==> config.mk <==
export PLATFORM = sky130hd
export DESIGN_NAME = qs_bank_sched
export DESIGN_NICKNAME = d
export VERILOG_FILES = /design/src/rtl/qs_bank_sched.sv
export SDC_FILE = /design/constraint.sdc
export NUM_CORES = 1
export LEC_CHECK = 0
export BUFFER_PORTS_ARGS = -buffer_cell sky130_fd_sc_hd__clkbuf_2
export CAP_MARGIN = 20
export CORE_ASPECT_RATIO = 0.6
export CORE_MARGIN = 2
export CORE_UTILIZATION = 25
export DETAILED_ROUTE_END_ITERATION = 8
export GPL_TIMING_DRIVEN = 0
export SKIP_CTS_REPAIR_TIMING = 1
export SLEW_MARGIN = 5
export SYNTH_ARGS = -nofsm -noshare
export SYNTH_HDL_FRONTEND = slang
export SYNTH_SLANG_ARGS = --single-unit
==> constraint.sdc <==
create_clock -name clk -period 2.9 [get_ports clk]
set_input_delay 0 -clock clk [delete_from_list [all_inputs] [get_ports clk]]
set_output_delay 0 -clock clk [all_outputs]
set_load 0.05 [all_outputs]
==> src/rtl/qs_bank_sched.sv <==
// rtl/qs_bank_sched.sv - ring-ordered bank ownership scheduler for the quicksort engine
module qs_bank_sched #(
    parameter int BANKS_N = 4,
    parameter int N       = 256,
    parameter int IDW     = $clog2(BANKS_N),
    parameter int LW      = $clog2(N) + 1
) (
    input  logic                 clk,
    input  logic                 rst,
    input  logic                 enq_req,
    output logic                 enq_gnt_r,
    output logic [IDW-1:0]       enq_bank_idx_r,
    input  logic                 enq_done,
    input  logic [LW-1:0]        enq_len,
    input  logic                 srt_req,
    output logic                 srt_gnt_r,
    output logic [IDW-1:0]       srt_bank_idx_r,
    output logic [LW-1:0]        srt_len_r,
    input  logic                 srt_done,
    input  logic                 deq_req,
    output logic                 deq_gnt_r,
    output logic [IDW-1:0]       deq_bank_idx_r,
    output logic [LW-1:0]        deq_len_r,
    input  logic                 deq_done,
    output logic [3*BANKS_N-1:0] bank_status_r,
    output logic                 all_idle_r,
    output logic                 err_r
);

    typedef enum logic [2:0] {
        ST_IDLE   = 3'd0,
        ST_ENQ    = 3'd1,
        ST_READY  = 3'd2,
        ST_SORT   = 3'd3,
        ST_SORTED = 3'd4,
        ST_DEQ    = 3'd5
    } bank_st_e;

    bank_st_e             bank_st [BANKS_N];
    bank_st_e             st_nxt  [BANKS_N];
    logic [LW-1:0]        len     [BANKS_N];
    logic [IDW-1:0]       enq_ptr, srt_ptr, deq_ptr;

    logic                 enq_grant, srt_grant, deq_grant;
    logic                 enq_acc, srt_acc, deq_acc;
    logic                 enq_over;
    logic [LW-1:0]        enq_len_sat;
    logic [3*BANKS_N-1:0] status_nxt;
    logic                 all_idle_nxt;
    logic                 err_nxt;

    // Each transition requires a distinct current state, so all of them can
    // land on the same edge without ever colliding on one bank.
    always_comb begin
        enq_grant    = !enq_gnt_r && enq_req && (bank_st[enq_ptr] == ST_IDLE);
        srt_grant    = !srt_gnt_r && srt_req && (bank_st[srt_ptr] == ST_READY);
        deq_grant    = !deq_gnt_r && deq_req && (bank_st[deq_ptr] == ST_SORTED);
        enq_acc      = enq_done && enq_gnt_r;
        srt_acc      = srt_done && srt_gnt_r;
        deq_acc      = deq_done && deq_gnt_r;
        enq_over     = enq_len > LW'(N);
        enq_len_sat  = enq_over ? LW'(N) : enq_len;
        err_nxt      = err_r
                     || (enq_done && (!enq_gnt_r || enq_over))
                     || (srt_done && !srt_gnt_r)
                     || (deq_done && !deq_gnt_r);

        st_nxt = bank_st;
        if (enq_grant) st_nxt[enq_ptr]        = ST_ENQ;
        if (enq_acc)   st_nxt[enq_bank_idx_r] = ST_READY;
        if (srt_grant) st_nxt[srt_ptr]        = ST_SORT;
        if (srt_acc)   st_nxt[srt_bank_idx_r] = ST_SORTED;
        if (deq_grant) st_nxt[deq_ptr]        = ST_DEQ;
        if (deq_acc)   st_nxt[deq_bank_idx_r] = ST_IDLE;

        status_nxt   = '0;
        all_idle_nxt = 1'b1;
        for (int i = 0; i < BANKS_N; i++) begin
            status_nxt[3*i +: 3] = st_nxt[i];
            if (st_nxt[i] != ST_IDLE) all_idle_nxt = 1'b0;
        end
    end

    always_ff @(posedge clk) begin
        if (rst) begin
            for (int i = 0; i < BANKS_N; i++) begin
                bank_st[i] <= ST_IDLE;
                len[i]     <= '0;
            end
            enq_ptr        <= '0;
            srt_ptr        <= '0;
            deq_ptr        <= '0;
            enq_gnt_r      <= 1'b0;
            srt_gnt_r      <= 1'b0;
            deq_gnt_r      <= 1'b0;
            enq_bank_idx_r <= '0;
            srt_bank_idx_r <= '0;
            deq_bank_idx_r <= '0;
            srt_len_r      <= '0;
            deq_len_r      <= '0;
            bank_status_r  <= '0;
            all_idle_r     <= 1'b1;
            err_r          <= 1'b0;
        end else begin
            bank_st       <= st_nxt;
            bank_status_r <= status_nxt;
            all_idle_r    <= all_idle_nxt;
            err_r         <= err_nxt;

            if (enq_grant) begin
                enq_gnt_r      <= 1'b1;
                enq_bank_idx_r <= enq_ptr;
            end else if (enq_acc) begin
                enq_gnt_r           <= 1'b0;
                enq_ptr             <= enq_ptr + IDW'(1);
                len[enq_bank_idx_r] <= enq_len_sat;
            end

            if (srt_grant) begin
                srt_gnt_r      <= 1'b1;
                srt_bank_idx_r <= srt_ptr;
                srt_len_r      <= len[srt_ptr];
            end else if (srt_acc) begin
                srt_gnt_r <= 1'b0;
                srt_ptr   <= srt_ptr + IDW'(1);
            end

            if (deq_grant) begin
                deq_gnt_r      <= 1'b1;
                deq_bank_idx_r <= deq_ptr;
                deq_len_r      <= len[deq_ptr];
            end else if (deq_acc) begin
                deq_gnt_r <= 1'b0;
                deq_ptr   <= deq_ptr + IDW'(1);
            end
        end
    end

endmodule

Yosys cells after proc, flatten, opt, wreduce, memory -nomap -nowiden --
Memories as Yosys holds them, arrays and structs flattened. A register that Yosys moved wholly into a read port is not among the register bits. Cells that the tools add are included.
Word-level totals: register bits after elaboration 41, bits in writable memories 36, output and inout bits 41, logic and storage cells 145, memories 1
Memories:
- len | depth 4, bits a word 9, rd ports 2, clocked after memory_dff 2, wr ports 4, RTL line 41 | logic [LW-1:0] len [BANKS_N];
Cells by class: add/subtract/negate cells 3, order comparisons 13, equal/unequal tests 2, multiplexer cells 47, bitwise operators 26, reduce and logical (&&, ||, !) cells 37
Operator list (number):
- 12-bit two-way mux | 6
- 3-bit demux with 2-bit select | 6
- 3-bit two-way mux | 12
- 8-bit AND | 3
- 8-bit inverter | 3
- 3-bit binary-select mux with 2-bit select | 3
- 3-bit greater-or-equal comparator, second input constant | 6
- 1-bit logical AND | 18
- 3-bit by 1-bit < comparator with 1-bit output, second input constant | 6
- 9-bit two-way mux | 2
- 2-bit inverter with 3-bit output | 6
- 1-bit two-way mux | 17
- 8-bit bitwise OR | 2
- 12-bit AND | 1
- 12-bit inverter | 1
- 4-bit bitwise OR | 3
- 3-bit nonzero test | 4
- 9-bit > comparator, second input constant | 1
- 9-bit OR reduction | 1
- 4-bit AND | 2
- 4-bit inverter | 2
- 2-bit by 1-bit adder with 2-bit output, second input constant | 3
- 2-bit AND reduction | 3
- 2-bit nonzero test | 3
- 7 further kinds | 14

Logic depth before layout (Yosys ltp) --
depth after elaboration 23, gate-level depth with buffers 9

Worst setup path before layout --
No wires, ideal clock.
kind flip-flop to flip-flop, from register bank_status_r[1] (netlist name), to register all_idle_r, arrival 2.368 ns, path slack 0.404 ns, cell stages (with the launch flop) 9, buffers on the path 1, clock period less this slack 2.496 ns, cell sequence dfxtp_1 > or4b_4 > a2111oi_4 > o21bai_4 > buf_6 > nand2_2 > a311o_1 > nand2_1 > o41ai_2
RTL lines:
- to (signal assigned) | RTL line 107 | all_idle_r <= all_idle_nxt;
- to (decl) | RTL line 26 | output logic all_idle_r,

Final worst setup path --
from register enq_ptr[0], to register all_idle_r
Between the ends: word-level cells in the longest chain between the ends 23, elaborated cells on any way between the ends 37, classes of those cells order compare: 2; mux: 15; bitwise: 13; reduce/logical: 7
RTL lines:
- from (decl) | RTL line 42 | logic [IDW-1:0] enq_ptr, srt_ptr, deq_ptr;
- from (signal assigned) | RTL line 115 | enq_ptr <= enq_ptr + IDW'(1);
- 2-bit inverter with 3-bit output (implied by the code) (*) | RTL line 55, 69
- 3-bit greater-or-equal comparator (implied by the code) or 3-bit by 1-bit < comparator with 1-bit output (tied branches) | RTL line 69 | if (enq_grant) st_nxt[enq_ptr] = ST_ENQ;
- 1-bit logical AND (implied by the code) | RTL line 69
- 3-bit two-way mux (implied by the code) | RTL line 69
- 3-bit demux with 2-bit select | RTL line 69
- 8-bit inverter (no source line)
- 8-bit AND (no source line)
- 12-bit two-way mux (*) | RTL line 69
- [5 not listed]
- 12-bit two-way mux (*) | RTL line 72 | if (srt_acc) st_nxt[srt_bank_idx_r] = ST_SORTED;
- 4-bit AND (no source line) or 8-bit bitwise OR (tied branches)
- 12-bit two-way mux (*) | RTL line 73 | if (deq_grant) st_nxt[deq_ptr] = ST_DEQ;
- 12-bit AND (no source line)
- 12-bit two-way mux (*) | RTL line 74 | if (deq_acc) st_nxt[deq_bank_idx_r] = ST_IDLE;
- 3-bit nonzero test | RTL line 80 | if (st_nxt[i] != ST_IDLE) all_idle_nxt = 1'b0;
- 1-bit two-way mux (3 in series) | RTL line 80
- 1-bit two-way mux (*) | RTL line 80
Mark *: on every way between the ends. The rest lies on a longest branch, timed or not. The select of a mux whose other input is x is not followed. A chain may end at the register's enable or synchronous reset.

==> summary.txt <==
Status
  – Status: complete, no violations

Die
  – Die area: ~0.018 mm²
  – Io pins: 58
  – Initial Utilization: between 20 and 30%
  – Die width: 170 µm
  – Rows: 36
  – Die height: 104 µm
  – Floorplan Core Area: about 0.016 mm²

Clock tree
  – Max Root-Sink Buffers: 2
  – Clk Latency, worst-skew pair: 0.34 ns
  – Clock root cell: clkbuf_16
  – Worst-path clk slew: 0.07 ns
  – H-tree depth: 3
  – Num CTS Buffers: 9
  – # clock sinks: 83
  – CTS tree: built

Job
  – Max cap viols: 0

Timing
  – RSZ-0062 raised after global routing: false
  – Setup tns final: 0 ns
  – Final min period: roughly 2.7 ns
  – Worst-Margin Slew: approximately 0.96 ns
  – F_max: 370 MHz
  – Final worst-path cycle share: just over 90%
  – Clock skew: 0.00862 ns
  – Slew margin rel.: between 30 and 40%
  – Max-slew violation count: 0
  – Setup violations, final: 0
  – Final hold vios: 0

Global routing
  – Vias in the first global route: about 3300
  – First-pass GRT wire length: slightly below 20000 µm
  – Gr usage total: between 10% and 20%
  – Overflow after GRT: 0
  – Largest net degree at the start of global routing: 16
  – Initial antenna violation count: 0

Routing
  – Via density: 4.99
  – Max Used Layer: met4
  – Vias post-DR: roughly 3300
  – DR pass1 iterations: 4
  – Wire per inst: roughly 19 µm
  – Routed wl met2: approximately 5300 µm
  – Met3 Routed Length: 1210 µm
  – Iter 0 DRT Violations: roughly 300
  – Number of routed nets with antenna violations: 0
  – Met1 wire length: a little over 6000 µm
  – Final wirelength: between 10000 and 15000 µm
  – DRC viols: 0

Critical path
  – Crit path capture: all_idle_r
  – Reg-to-Reg End: all_idle_r
  – Worst Path Max Fanout: 10
  – R2R Setup Slk: 0.20 ns
  – Crit. End Element: register
  – Worst-case reg-to-reg path depth: 8
  – Worst endpoint required time: approximately 3.2 ns
  – Crit path DAT: slightly below 3 ns
  – Startpoint class of the critical path: register
  – WS Path Type: register to register
  – Reg2reg start: enq_ptr[0]
  – CP startpoint: enq_ptr[0]

Logic synthesis
  – Syn Inst Count: roughly 380
  – Synth unique cells: 57
  – Area leader, netlist: edfxtp_1
  – Top cells by area, synth: edfxtp_1 26%, dfxtp_1 23%, mux4_2 9.8%, nor2_1 6.7%, mux2i_1 5.1%
  – Sequential fraction of the synthesis area: about 49%
  – Mapped cell area: around 0.0041 mm²
  – Synth Area per Inst: around 11 µm²
  – Seq cells post-synth: a little over 80
  – Ys flop type: dfxtp_1
  – YS warnings: 0
  – Post-synth ARST share: 0%
  – Top-area cell type share of the netlist area: 26.1%
  – Number of synthesized flops with an enable pin: 36
  – Mapped Nets: just over 400

Finish
  – # diodes: 0
  – Layout cells sized above 1: a little under a quarter
  – Area Overhead vs Synth: 21.1%
  – Most frequent cells in the layout: 74 x nor2_1, 57 x clkbuf_2, 47 x dfxtp_1
  – Final core occ: 30.9%
  – Nets: 478
  – Commonest non-fill, non-tap cell in the layout: nor2_1

Placed design
  – Placer congestion estimate: about 0.9
  – PortBufs: 56
  – Post-DP HPWL: a little under 10000 µm

Power and ir drop
  – Worst VDD drop: 0.000340 V
  – Total Power: approximately 2900 µW
  – Leakage: around 0.0019 µW
  – Pwr/cell area: approximately 580 mW/mm²

Min path
  – Hold WC Path Type: primary input to register
==> power breakdown <==
group          leakage (µW)  switching (µW)  internal [µW]
combinational      0.000980             279            131
sequential         0.000753            47.5           1270
clock              0.000150             496            699
==> synthesized netlist by cell type, types with 3 or more instances <==
cell type,count
mux2i_1,21
or3_1,4
nand4_1,4
o31ai_1,8
buf_1,3
ha_1,12
nor3_1,5
inv_1,25
mux4_2,18
buf_2,3
nand3_1,7
nand2b_1,6
nand2_1,22
a2bb2oi_1,3
o21ai_0,6
dfxtp_1,47
edfxtp_1,36
nor2_1,74
a21oi_1,12
xnor2_1,3
nor2b_1,3
a21o_1,3
clkbuf_1,8
a22oi_1,3
nor4b_1,3
==> per-stage QoR <==
step	instance area (µm²)	setup slack [ns]	hold slack [ns]	std cells
2_1_floorplan	4140	0.404	0.160	381
3_3_place_gp	4680	0.110	0.312	646
3_5_place_dp	4680	0.0718	0.323	646
4_1_cts	4990	0.0591	-0.0349	662
5_1_grt	5010	0.00121	0.0258	663
6_report	5010	0.200	0.00854	663
==> routing by layer <==
metal  global-route usage (%)  vias to the layer above
met5                        0                        -
met4                     3.60                        0
met3                     5.62                       17
met2                     20.7                      125
met1                     21.8                     1632
li1                         -                     1537
==> how the worst min path moves through the flow <==
stage / slack, ns / startpoint / endpoint / cells after the start
after floorplan: 0.16 / enq_done / enq_ptr[1] / 2
after global routing: 0.03 / enq_done / enq_ptr[1] / 3
after detailed placement: 0.32 / deq_done / deq_ptr[1] / 3
after global placement: 0.31 / deq_done / deq_ptr[1] / 3
after CTS: -0.03 / deq_done / deq_ptr[1] / 3
final: 0.009 / enq_done / enq_ptr[1] / 3
==> cells by family (layout without fill, tap and decap cells) <==
| group | count (synthesis) | after routing | share of synthesized area (%) |
|---|---|---|---|
| AO/OA/AOI/OAI | 64 | 64 | 12.4 |
| XOR/XNOR | 3 | 3 | 0.635 |
| adder cells (fa/ha/maj) | 12 | 12 | 3.63 |
| buffers and inverters | 41 | 114 | 4.08 |
| flip-flops | 83 | 83 | 48.8 |
| multiplexers | 39 | 39 | 14.9 |
| AND/OR/NAND/NOR | 139 | 139 | 15.6 |
==> final cells by class <==
| cell class | count | area (µm²) |
|---|---|---|
| Buffer | 16 | 76.3 |
| Clock buffer | 10 | 239 |
| Clock inverter | 6 | 68.8 |
| Fill cell | 1673 | 11200 |
| Inverter | 25 | 93.8 |
| Multi-Input combinational cell | 257 | 1960 |
| Sequential cell | 83 | 2020 |
| Tap cell | 209 | 262 |
| Timing Repair Buffer | 57 | 290 |
==> critical path, cell delays in order (launching register included) <==
cell	delay [ns]
dfxtp_1	0.51
nor4b_1	0.26
o311ai_0	0.18
buf_2	0.23
nor2_1	0.45
a21boi_0	0.18
o21ai_0	0.32
nand4_1	0.16
o41ai_2	0.34
==> sequential cells by signal (all words and copies together), names as in the netlist, 2 cells and up <==
signal          cells
srt_bank_idx_r      2
deq_bank_idx_r      2
bank_status_r      12
deq_len_r           9
srt_len_r           9
deq_ptr             2
enq_ptr             2
len                36
srt_ptr             2
enq_bank_idx_r      2
Note: power is estimated with default switching activity, not from simulation.
